$ cat src/rtl/sdram_pkg.sv
// rtl/sdram_pkg.sv - shared SDRAM command encodings, timing defaults and refresh FSM states
package sdram_pkg;

  localparam logic [3:0] CMD_NOP       = 4'b0111;
  localparam logic [3:0] CMD_PRECHARGE = 4'b0010;
  localparam logic [3:0] CMD_AREF      = 4'b0001;

  localparam int CNT_REF_MAX_DEF = 750;
  localparam int TRP_CLK_DEF     = 2;
  localparam int TRC_CLK_DEF     = 7;

  localparam logic [12:0] ADDR_ALL_BANKS = 13'h0400;
  localparam logic [12:0] ADDR_IDLE      = 13'h1FFF;
  localparam logic [1:0]  BANK_IDLE      = 2'b11;

  typedef enum logic [2:0] {
    ST_IDLE,
    ST_PCHG,
    ST_TRP,
    ST_AREF,
    ST_TRF,
    ST_END
  } aref_state_e;

  function automatic int cnt_width(input int max_val);
    return (max_val < 2) ? 1 : $clog2(max_val);
  endfunction

endpackage

$ cat src/rtl/sdram_ref_timer.sv
// rtl/sdram_ref_timer.sv - free-running refresh interval counter and sticky request flag
module sdram_ref_timer
  import sdram_pkg::*;
#(
  parameter int CNT_REF_MAX = CNT_REF_MAX_DEF
) (
  input  logic clk,
  input  logic rst_n,
  input  logic init_end,
  input  logic grant_acc,
  output logic aref_req
);

  localparam int            CW       = cnt_width(CNT_REF_MAX);
  localparam logic [CW-1:0] CNT_LAST = CW'(CNT_REF_MAX - 1);

  logic [CW-1:0] cnt_ref_q, cnt_ref_d;
  logic          req_q, req_d;
  logic          wrap;

  // A grant on the wrap edge consumes that wrap; no request is queued.
  always_comb begin
    wrap      = init_end && (cnt_ref_q == CNT_LAST);
    cnt_ref_d = '0;
    if (init_end && !wrap) cnt_ref_d = cnt_ref_q + CW'(1);
    req_d = req_q;
    if (grant_acc)  req_d = 1'b0;
    else if (wrap)  req_d = 1'b1;
  end

  always_ff @(posedge clk or negedge rst_n) begin
    if (!rst_n) begin
      cnt_ref_q <= '0;
      req_q     <= 1'b0;
    end else begin
      cnt_ref_q <= cnt_ref_d;
      req_q     <= req_d;
    end
  end

  assign aref_req = req_q;

endmodule

$ cat src/rtl/sdram_aref.sv
// rtl/sdram_aref.sv - auto-refresh generator: PRECHARGE-ALL then N AUTO REFRESH per grant
// SDRAM_AREF_DOUBLE_EN defined: two AUTO REFRESH commands per grant, otherwise one.
module sdram_aref
  import sdram_pkg::*;
#(
  parameter int CNT_REF_MAX = CNT_REF_MAX_DEF,
  parameter int TRP_CLK     = TRP_CLK_DEF,
  parameter int TRC_CLK     = TRC_CLK_DEF
) (
  input  logic        clk,
  input  logic        rst_n,
  input  logic        init_end,
  input  logic        aref_en,
  output logic        aref_req,
  output logic [3:0]  aref_cmd,
  output logic [1:0]  aref_bank_addr,
  output logic [12:0] aref_addr,
  output logic        aref_end
);

`ifdef SDRAM_AREF_DOUBLE_EN
  localparam logic [1:0] REF_LAST = 2'd2;
`else
  localparam logic [1:0] REF_LAST = 2'd1;
`endif

  // Wait states last one cycle less than the interval, the command cycle counts too.
  localparam logic [7:0] TRP_LAST = 8'(TRP_CLK - 2);
  localparam logic [7:0] TRC_LAST = 8'(TRC_CLK - 2);

  aref_state_e state_q, state_d;
  logic [7:0]  wait_q, wait_d;
  logic [1:0]  ref_q, ref_d;
  logic [3:0]  cmd_q, cmd_d;
  logic [12:0] addr_q, addr_d;
  logic [1:0]  bank_q, bank_d;
  logic        end_q, end_d;
  logic        grant_acc;

  assign grant_acc = (state_q == ST_IDLE) && aref_req && aref_en;

  sdram_ref_timer #(
    .CNT_REF_MAX(CNT_REF_MAX)
  ) u_ref_timer (
    .clk      (clk),
    .rst_n    (rst_n),
    .init_end (init_end),
    .grant_acc(grant_acc),
    .aref_req (aref_req)
  );

  always_ff @(posedge clk or negedge rst_n) begin
    if (!rst_n) begin
      state_q <= ST_IDLE;
      wait_q  <= '0;
      ref_q   <= '0;
      cmd_q   <= CMD_NOP;
      addr_q  <= ADDR_IDLE;
      bank_q  <= BANK_IDLE;
      end_q   <= 1'b0;
    end else begin
      state_q <= state_d;
      wait_q  <= wait_d;
      ref_q   <= ref_d;
      cmd_q   <= cmd_d;
      addr_q  <= addr_d;
      bank_q  <= bank_d;
      end_q   <= end_d;
    end
  end

  always_comb begin
    state_d = state_q;
    case (state_q)
      ST_IDLE: if (grant_acc) state_d = ST_PCHG;
      ST_PCHG: state_d = ST_TRP;
      ST_TRP:  if (wait_q == TRP_LAST) state_d = ST_AREF;
      ST_AREF: state_d = ST_TRF;
      ST_TRF:  if (wait_q == TRC_LAST) state_d = (ref_q == REF_LAST) ? ST_END : ST_AREF;
      ST_END:  state_d = ST_IDLE;
      default: state_d = ST_IDLE;
    endcase

    wait_d = '0;
    if ((state_q == ST_TRP || state_q == ST_TRF) && state_d == state_q)
      wait_d = wait_q + 8'd1;

    case (state_q)
      ST_IDLE: ref_d = '0;
      ST_AREF: ref_d = ref_q + 2'd1;
      default: ref_d = ref_q;
    endcase
  end

  // Decoded from the next state so the registered bus lines up with the state itself.
  always_comb begin
    cmd_d  = CMD_NOP;
    addr_d = ADDR_IDLE;
    bank_d = BANK_IDLE;
    end_d  = 1'b0;
    case (state_d)
      ST_PCHG: begin
        cmd_d  = CMD_PRECHARGE;
        addr_d = ADDR_ALL_BANKS;
      end
      ST_AREF: cmd_d = CMD_AREF;
      ST_END:  end_d = 1'b1;
      default: ;
    endcase
  end

  assign aref_cmd       = cmd_q;
  assign aref_addr      = addr_q;
  assign aref_bank_addr = bank_q;
  assign aref_end       = end_q;

endmodule

$ cat config.mk
export PLATFORM = sky130hd
export DESIGN_NAME = sdram_aref
export DESIGN_NICKNAME = d
export VERILOG_FILES = /design/src/rtl/sdram_pkg.sv /design/src/rtl/sdram_ref_timer.sv /design/src/rtl/sdram_aref.sv
export SDC_FILE = /design/constraint.sdc
export NUM_CORES = 1
export LEC_CHECK = 0
export BUFFER_PORTS_ARGS = -buffer_cell sky130_fd_sc_hd__buf_2
export CAP_MARGIN = 20
export CORE_MARGIN = 3
export CORE_UTILIZATION = 34
export CTS_CLUSTER_SIZE = 25
export DETAILED_ROUTE_END_ITERATION = 8
export HOLD_SLACK_MARGIN = 0.03
export SYNTH_ARGS = -nofsm -noshare
export SYNTH_HDL_FRONTEND = slang
export SYNTH_SLANG_ARGS = --single-unit
$ cat constraint.sdc
create_clock -name clk -period 1.95 [get_ports clk]
set_clock_uncertainty 0.05 [all_clocks]
set_input_delay 0.195 -clock clk [delete_from_list [all_inputs] [get_ports clk]]
set_output_delay 0.195 -clock clk [all_outputs]
set_load 0.01 [all_outputs]
==> results of run 1 <==
## state kept, by name, summed over array words and instances (netlist names)
register,cells
aref_addr,1
ref_q,2
aref_end,1
state_q,3
u_ref_timer.aref_req,1
u_ref_timer.cnt_ref_q,10
wait_q,8
aref_cmd,3
## power groups by stage
stage	sequential, mW	clock, mW	combinational (mW)
floorplan	0.796	0	0.432
global placement	0.793	0	0.542
detailed placement	0.796	0	0.545
CTS	0.786	0.571	0.549
global route	0.802	0.591	0.609
finish	0.785	0.543	0.538
## critical path, stage by stage, from the launching register on
cell and delay, ns:
dfrtp_1 0.41, inv_1 0.07, ha_1 0.14, nand2_1 0.05, or4_4 0.42, o21ai_2 0.37, nor2_1 0.11
## path summary, 6_finish.rpt
check | slack (ns) | to | startpoint | cells after the start
worst max-delay path | 0.20 | u_ref_timer.cnt_ref_q[9] | u_ref_timer.cnt_ref_q[1] | 6
worst min-delay path | 0.14 | aref_cmd[0] | aref_en | 3
worst max register to register | 0.20 | u_ref_timer.cnt_ref_q[9] | u_ref_timer.cnt_ref_q[1] | 6
worst min register to register | 0.46 | ref_q[1] | ref_q[1] | 1
max in group asynchronous | 1.02 | wait_q[3] | rst_n | 2
min in group asynchronous | 0.42 | u_ref_timer.cnt_ref_q[7] | rst_n | 2
## stage by stage
step / utilization / hold slack [ns] / setup slack (ns)
2_1_floorplan: - / -0.1506 / 0.3970
4_1_cts: 0.4080 / 0.1265 / 0.1745
3_5_place_dp: 0.3815 / 0.2042 / 0.1898
3_3_place_gp: 0.3815 / 0.1955 / 0.2531
6_report: 0.4080 / 0.1360 / 0.1965
5_1_grt: 0.4080 / 0.1636 / 0.06960
## layer usage
layer	vias to the layer above	GRT usage	routed length (um)
met4	0	0.08451	75
met5	-	0	0
li1	525	-	-
met1	504	0.1279	1195
met2	25	0.1742	1267
met3	8	0.03694	150
## placed cells by master, fill, tap and decap left out, types with 4 or more instances in the layout
| cell | netlist | final |
|---|---|---|
| xor2_1 | 7 | 7 |
| nand3_1 | 9 | 9 |
| nor3_1 | 7 | 7 |
| ha_1 | 6 | 6 |
| clkbuf_8 | 0 | 7 |
| xnor2_1 | 8 | 8 |
| dfrtp_1 | 25 | 25 |
| conb_1 | 2 | 4 |
| buf_2 | 0 | 20 |
| nand2_1 | 9 | 9 |
| dfstp_2 | 4 | 4 |
| inv_1 | 10 | 10 |
| nor2_1 | 19 | 19 |
## cells by family (layout without fill, tap and decap cells)
| kind of cell | after synthesis | in the layout | synth area share |
|---|---|---|---|
| compound gates | 15 | 15 | 0.07575 |
| flops | 29 | 29 | 0.4706 |
| xor+xnor | 15 | 15 | 0.08461 |
| mux | 1 | 1 | 0.006447 |
| buf+inv | 28 | 42 | 0.1160 |
| other cells | 2 | 4 | 0.004837 |
| fa+ha+maj | 6 | 6 | 0.04835 |
| simple gates | 58 | 58 | 0.1934 |
## area by class of cell
| type | count | area share |
|---|---|---|
| Sequential cell | 29 | 0.4263 |
| Multi-Input combinational cell | 99 | 0.3788 |
| Timing Repair Buffer | 24 | 0.07737 |
| Clock buffer | 7 | 0.05620 |
| Tap cell | 50 | 0.03650 |
| Inverter | 10 | 0.02190 |
| Clock inverter | 1 | 0.002920 |
## timing repair
action | in CTS | in global routing
hold buffers | 1 | 0
setup buffers | 0 | 0
hold endpoints to repair | 25 | 0
==> flow_metrics.env, run 1 <==
export IMPL_ys_types=32
export IMPL_layout_drive_gt1_share=0.2412
export IMPL_timing_setup_tns_ns=0
export IMPL_timing_final_crit_share=0.8992
export IMPL_cts_inserted_buffers=5
export IMPL_syn2layout_area_growth_pct=10.39
export IMPL_clk_latency_ns=0.28
export IMPL_pwr_share_seq=0.421
export IMPL_ys_ff_latch=29
export IMPL_clk_path_buf_depth=2
export IMPL_synth_most_common_cell="dfrtp_1"
export IMPL_setup_worst_path_class="reg -> reg"
export IMPL_drv_cap=0
export IMPL_crit_arrival_ns=1.85
export IMPL_grt_pass1_vias=1002
export IMPL_syn_avg_cell_area_um2=10.08
export IMPL_synth_area_leader_cell="dfrtp_1"
export IMPL_gr_total_overflow=0
export IMPL_portBuffers=20
export IMPL_drtIter0Drc=40
export IMPL_worst_pin_slew_ns=0.6322
export IMPL_ff_latch_area_um2=730.7
export IMPL_synthFlopType="dfrtp_1"
export IMPL_slew_headroom=0.5785
export IMPL_cts_root_buf="clkbuf_8"
export IMPL_dr_pass1_iters=4
export IMPL_clockPowerShare=0.291
export IMPL_finalHoldViolCount=0
export IMPL_syn_area_um2=1553
export IMPL_core_um2=4202
export IMPL_finalMaxSlewViolations=0
export IMPL_via_per_inst=4.827
export IMPL_end_kind="register"
export IMPL_grt_antenna_before_repair=0
export IMPL_synth_seq_area_share=0.4706
export IMPL_num_antenna_cells=0
export IMPL_rows=23
export IMPL_rsz0062_at_grt="false"
export IMPL_synth_top_area_share=0.4029
export IMPL_cts_tree="built"
export IMPL_globalplace_congestion=0.7492
export IMPL_crit_path_start_kind="register"
export IMPL_floorplan_initialDensity=0.3696
export IMPL_die_h_um=73.58
export IMPL_instances_no_fill=220
export IMPL_max_freq_ghz=0.5703
export IMPL_clock_sinks=29
export IMPL_synth_edf_count=0
export IMPL_peakVddDrop_mv=0.3726
export IMPL_vias=1062
export IMPL_synthCells=154
export IMPL_sw_frac_of_total=0.3246
export IMPL_die_w_um=73.58
export IMPL_synth_async_sr_flop_share=1.000
export IMPL_postLayoutCellArea_um2=1714
export IMPL_leakagePower_nw=0.7598
export IMPL_dp_cells=211
export IMPL_routedWlPerCell_um=12.22
export IMPL_status="complete, no violations"
export IMPL_htree_levels=2
export IMPL_path_max_fanout=10
export IMPL_nNetsFinal=179
export IMPL_place_area_um2=1603
export IMPL_num_io_pins=25
export IMPL_drc=0
export IMPL_multi_input_area_um2=649.4
export IMPL_dieArea_um2=5414
export IMPL_hpwl_um=1934
export IMPL_cts_resized=0
export IMPL_pwr_share_comb=0.288
export IMPL_fillers=406
export IMPL_intPower_mw=1.260
export IMPL_grt_start_max_net_pins=30
export IMPL_drt_total_wl_um=2689
export IMPL_hold_class="in -> reg"
export IMPL_finalSetupViolCount=0
export IMPL_cp_required_ns=2.05
export IMPL_yosys_top_cells_area="dfrtp_1 40%, buf_4 7.7%, dfstp_2 6.8%, ha_1 4.8%, nor2_1 4.6%"
export IMPL_net_switching_power_mw=0.6055
export IMPL_grt_pass1_wl_um=4443
export IMPL_grt_usage=0.1126
export IMPL_cts_reportedPaths_clkPinSlew_ns=0.06
export IMPL_power_density_nw_per_um2=1088
export IMPL_ant_nets=0
export IMPL_yosys_top_cells_count="25 x dfrtp_1, 19 x nor2_1, 16 x buf_4"
export IMPL_yosys_warnings=0
export IMPL_total_power_mw=1.865
export IMPL_min_period_ns=1.753
Power figures use the tool's default switching activity.
==> inputs of run 2 (changes only) <==
CORE_UTILIZATION = 55   (was 34)
PLACE_DENSITY = 0.78   (was unset)
==> run 2 against run 1 <==
Global-route usage rose by 5.6 points. Sequential share of layout area rose by 2.0 points. Register-to-register slack improved by 0.03 ns. Via count barely moved. Combinational power fell by 3.9%. Non-clock buffer count fell by 1. Final area fell by 4.4%. Fmax rose by 1.5%. Utilization rose by 22 points. First-iteration DRC count fell by 7.5%.
==> flow_metrics.env, run 2 (same netlist as run 1, synthesis figures left out) <==
export IMPL_sw_frac_of_total=0.3447
export IMPL_portBuffers=20
export IMPL_peakVddDrop_mv=0.9225
export IMPL_rr_startpoint="wait_q[0]"
export IMPL_rsz0062_at_grt="false"
export IMPL_hpwl_um=1811
export IMPL_grt_start_max_net_pins=30
export IMPL_finalMaxSlewViolations=0
export IMPL_grt_usage=0.1691
export IMPL_cts_tree="built"
export IMPL_hold_class="in -> reg"
export IMPL_path_max_fanout=8
export IMPL_drtIter0Drc=37
export IMPL_htree_levels=2
export IMPL_hold_depth=3
export IMPL_drv_cap=0
export IMPL_die_w_um=59.14
export IMPL_rows=18
export IMPL_drt_total_wl_um=2498
export IMPL_grt_pass1_vias=993
export IMPL_floorplan_initialDensity=0.5995
export IMPL_drt_met1_wl_um=1156
export IMPL_hp_start="aref_en"
export IMPL_cp_required_ns=2.10
export IMPL_wl_met2_um=1114
export IMPL_cpPeakStageDelay_ns=0.48
export IMPL_clock_sinks=29
export IMPL_slew_headroom=0.5776
export IMPL_leakagePower_nw=0.7331
export IMPL_clk_latency_ns=0.32
export IMPL_timing_final_crit_share=0.8857
export IMPL_r2r_cells=6
export IMPL_timing_setup_tns_ns=0
export IMPL_dr_pass1_iters=4
export IMPL_rrSetupSlack_ns=0.22
export IMPL_dr_wl_met3_um=173
export IMPL_instances_no_fill=199
export IMPL_finalHoldViolCount=0
export IMPL_power_density_nw_per_um2=1031
export IMPL_post_cts_setup_buffer_count=0
export IMPL_crit_slowest_cell="dfrtp_1"
export IMPL_total_power_mw=1.691
export IMPL_cts_root_buf="clkbuf_4"
export IMPL_final_common_cell="dfrtp_1"
export IMPL_setup_worst_path_class="reg -> reg"
export IMPL_ant_nets=0
export IMPL_layout_drive_gt1_share=0.2249
export IMPL_most_common_layout_cells="25 x dfrtp_1, 20 x buf_2, 19 x nor2_1"
export IMPL_worst_pin_slew_ns=0.6337
export IMPL_pwr_share_comb=0.306
export IMPL_net_switching_power_mw=0.5827
export IMPL_die_h_um=59.14
export IMPL_dp_cells=190
export IMPL_worstPathCellList="inv_1 > ha_1 > and4bb_2 > a32oi_1 > o31ai_4 > and2_1"
export IMPL_finalSetupViolCount=0
export IMPL_status="complete, no violations"
export IMPL_clockPowerShare=0.217
export IMPL_via_per_inst=5.332
export IMPL_cts_reportedPaths_clkPinSlew_ns=0.09
export IMPL_clk_path_buf_depth=2
export IMPL_crit_path_start_kind="register"
export IMPL_vias=1061
export IMPL_top_layer="met4"
export IMPL_r2r_end="aref_end"
export IMPL_reg_largest_list="u_ref_timer.cnt_ref_q: 10 flops, wait_q: 8 flops"
export IMPL_routedWlPerCell_um=12.55
export IMPL_dieArea_um2=3497
export IMPL_gr_total_overflow=0
export IMPL_intPower_mw=1.108
export IMPL_max_freq_ghz=0.5790
export IMPL_num_io_pins=25
export IMPL_cts_inserted_buffers=5
export IMPL_nNetsFinal=178
export IMPL_pwr_share_seq=0.477
export IMPL_end_kind="register"
export IMPL_syn2layout_area_growth_pct=5.560
export IMPL_whs_endpoint="aref_cmd[0]"
export IMPL_core_um2=2590
export IMPL_min_period_ns=1.727
export IMPL_num_antenna_cells=0
export IMPL_crit_arrival_ns=1.88
export IMPL_largest_reg_flops=10
export IMPL_drc=0
export IMPL_grt_pass1_wl_um=4402
export IMPL_globalplace_congestion=0.8418
export IMPL_top_register="u_ref_timer.cnt_ref_q"
export IMPL_grt_antenna_before_repair=0
## run 2: cell count changes in the layout (fill, tap and decap cells not counted)
| cell | change |
|---|---|
| buf_4 | -1 |
| clkbuf_4 | +5 |
| clkinv_2 | -1 |
| clkbuf_1 | +2 |
| clkbuf_8 | -6 |
## run 2: how the worst max path moves through the flow
| stage | startpoint | endpoint | slack, ns | depth (start not counted) |
|---|---|---|---|---|
| finish | wait_q[0] | aref_end | 0.22 | 6 |
| global route | wait_q[0] | wait_q[2] | 0.09 | 6 |
| CTS | wait_q[0] | aref_end | 0.24 | 6 |
| detailed placement | u_ref_timer.cnt_ref_q[1] | u_ref_timer.cnt_ref_q[5] | 0.26 | 6 |
| global placement | u_ref_timer.cnt_ref_q[1] | u_ref_timer.cnt_ref_q[9] | 0.27 | 6 |
| floorplan | u_ref_timer.cnt_ref_q[1] | u_ref_timer.cnt_ref_q[2] | 0.40 | 6 |
## run 2: per-layer routing
layer | up-vias | track usage
li1 | 526 | -
met1 | 490 | 0.2134
met5 | - | 0
met4 | 0 | 0.08414
met3 | 7 | 0.06318
met2 | 38 | 0.2539
## run 2: cell type report
class,count,area [um2]
fillers,199,950.9
flip-flops and latches,29,730.7
multi-input cells,99,649.4
repair buffers,23,125.1
clock buffers,8,58.81
inverters,10,37.54
well taps,30,37.54
## run 2: power by group through the flow
stage | combinational, mW | clock (mW) | sequential, mW
after floorplan | 0.432 | 0 | 0.796
after global placement | 0.501 | 0 | 0.812
after detailed placement | 0.519 | 0 | 0.816
after CTS | 0.521 | 0.380 | 0.804
after global routing | 0.583 | 0.412 | 0.822
final | 0.517 | 0.367 | 0.807
## run 2: worst max-delay path, delay by kind of cell, from the launching register on
kind | cells | cell delay [ns]
AOI/OAI and AO/OA | 2 | 0.39
adders and majority gates | 1 | 0.19
DFF | 1 | 0.48
buffers and inverters | 1 | 0.08
and+or+nand+nor | 2 | 0.41
## run 2: per-stage QoR
stage	setup slack (ns)	instance area [um2]	utilization	hold WS [ns]
floorplan	0.3970	1560	-	-0.1506
global placement	0.2690	1570	0.6063	0.1864
detailed placement	0.2571	1570	0.6063	0.2008
CTS	0.2378	1639	0.6329	0.1168
global route	0.08926	1639	0.6329	0.1477
finish	0.2229	1639	0.6329	0.1251
## run 2: timing repair
action                                 in CTS  in global routing
setup endpoints to repair                   0                  0
hold buffers                                1                  0
resized for setup                           0                  0
endpoints found under the hold margin      25                  0
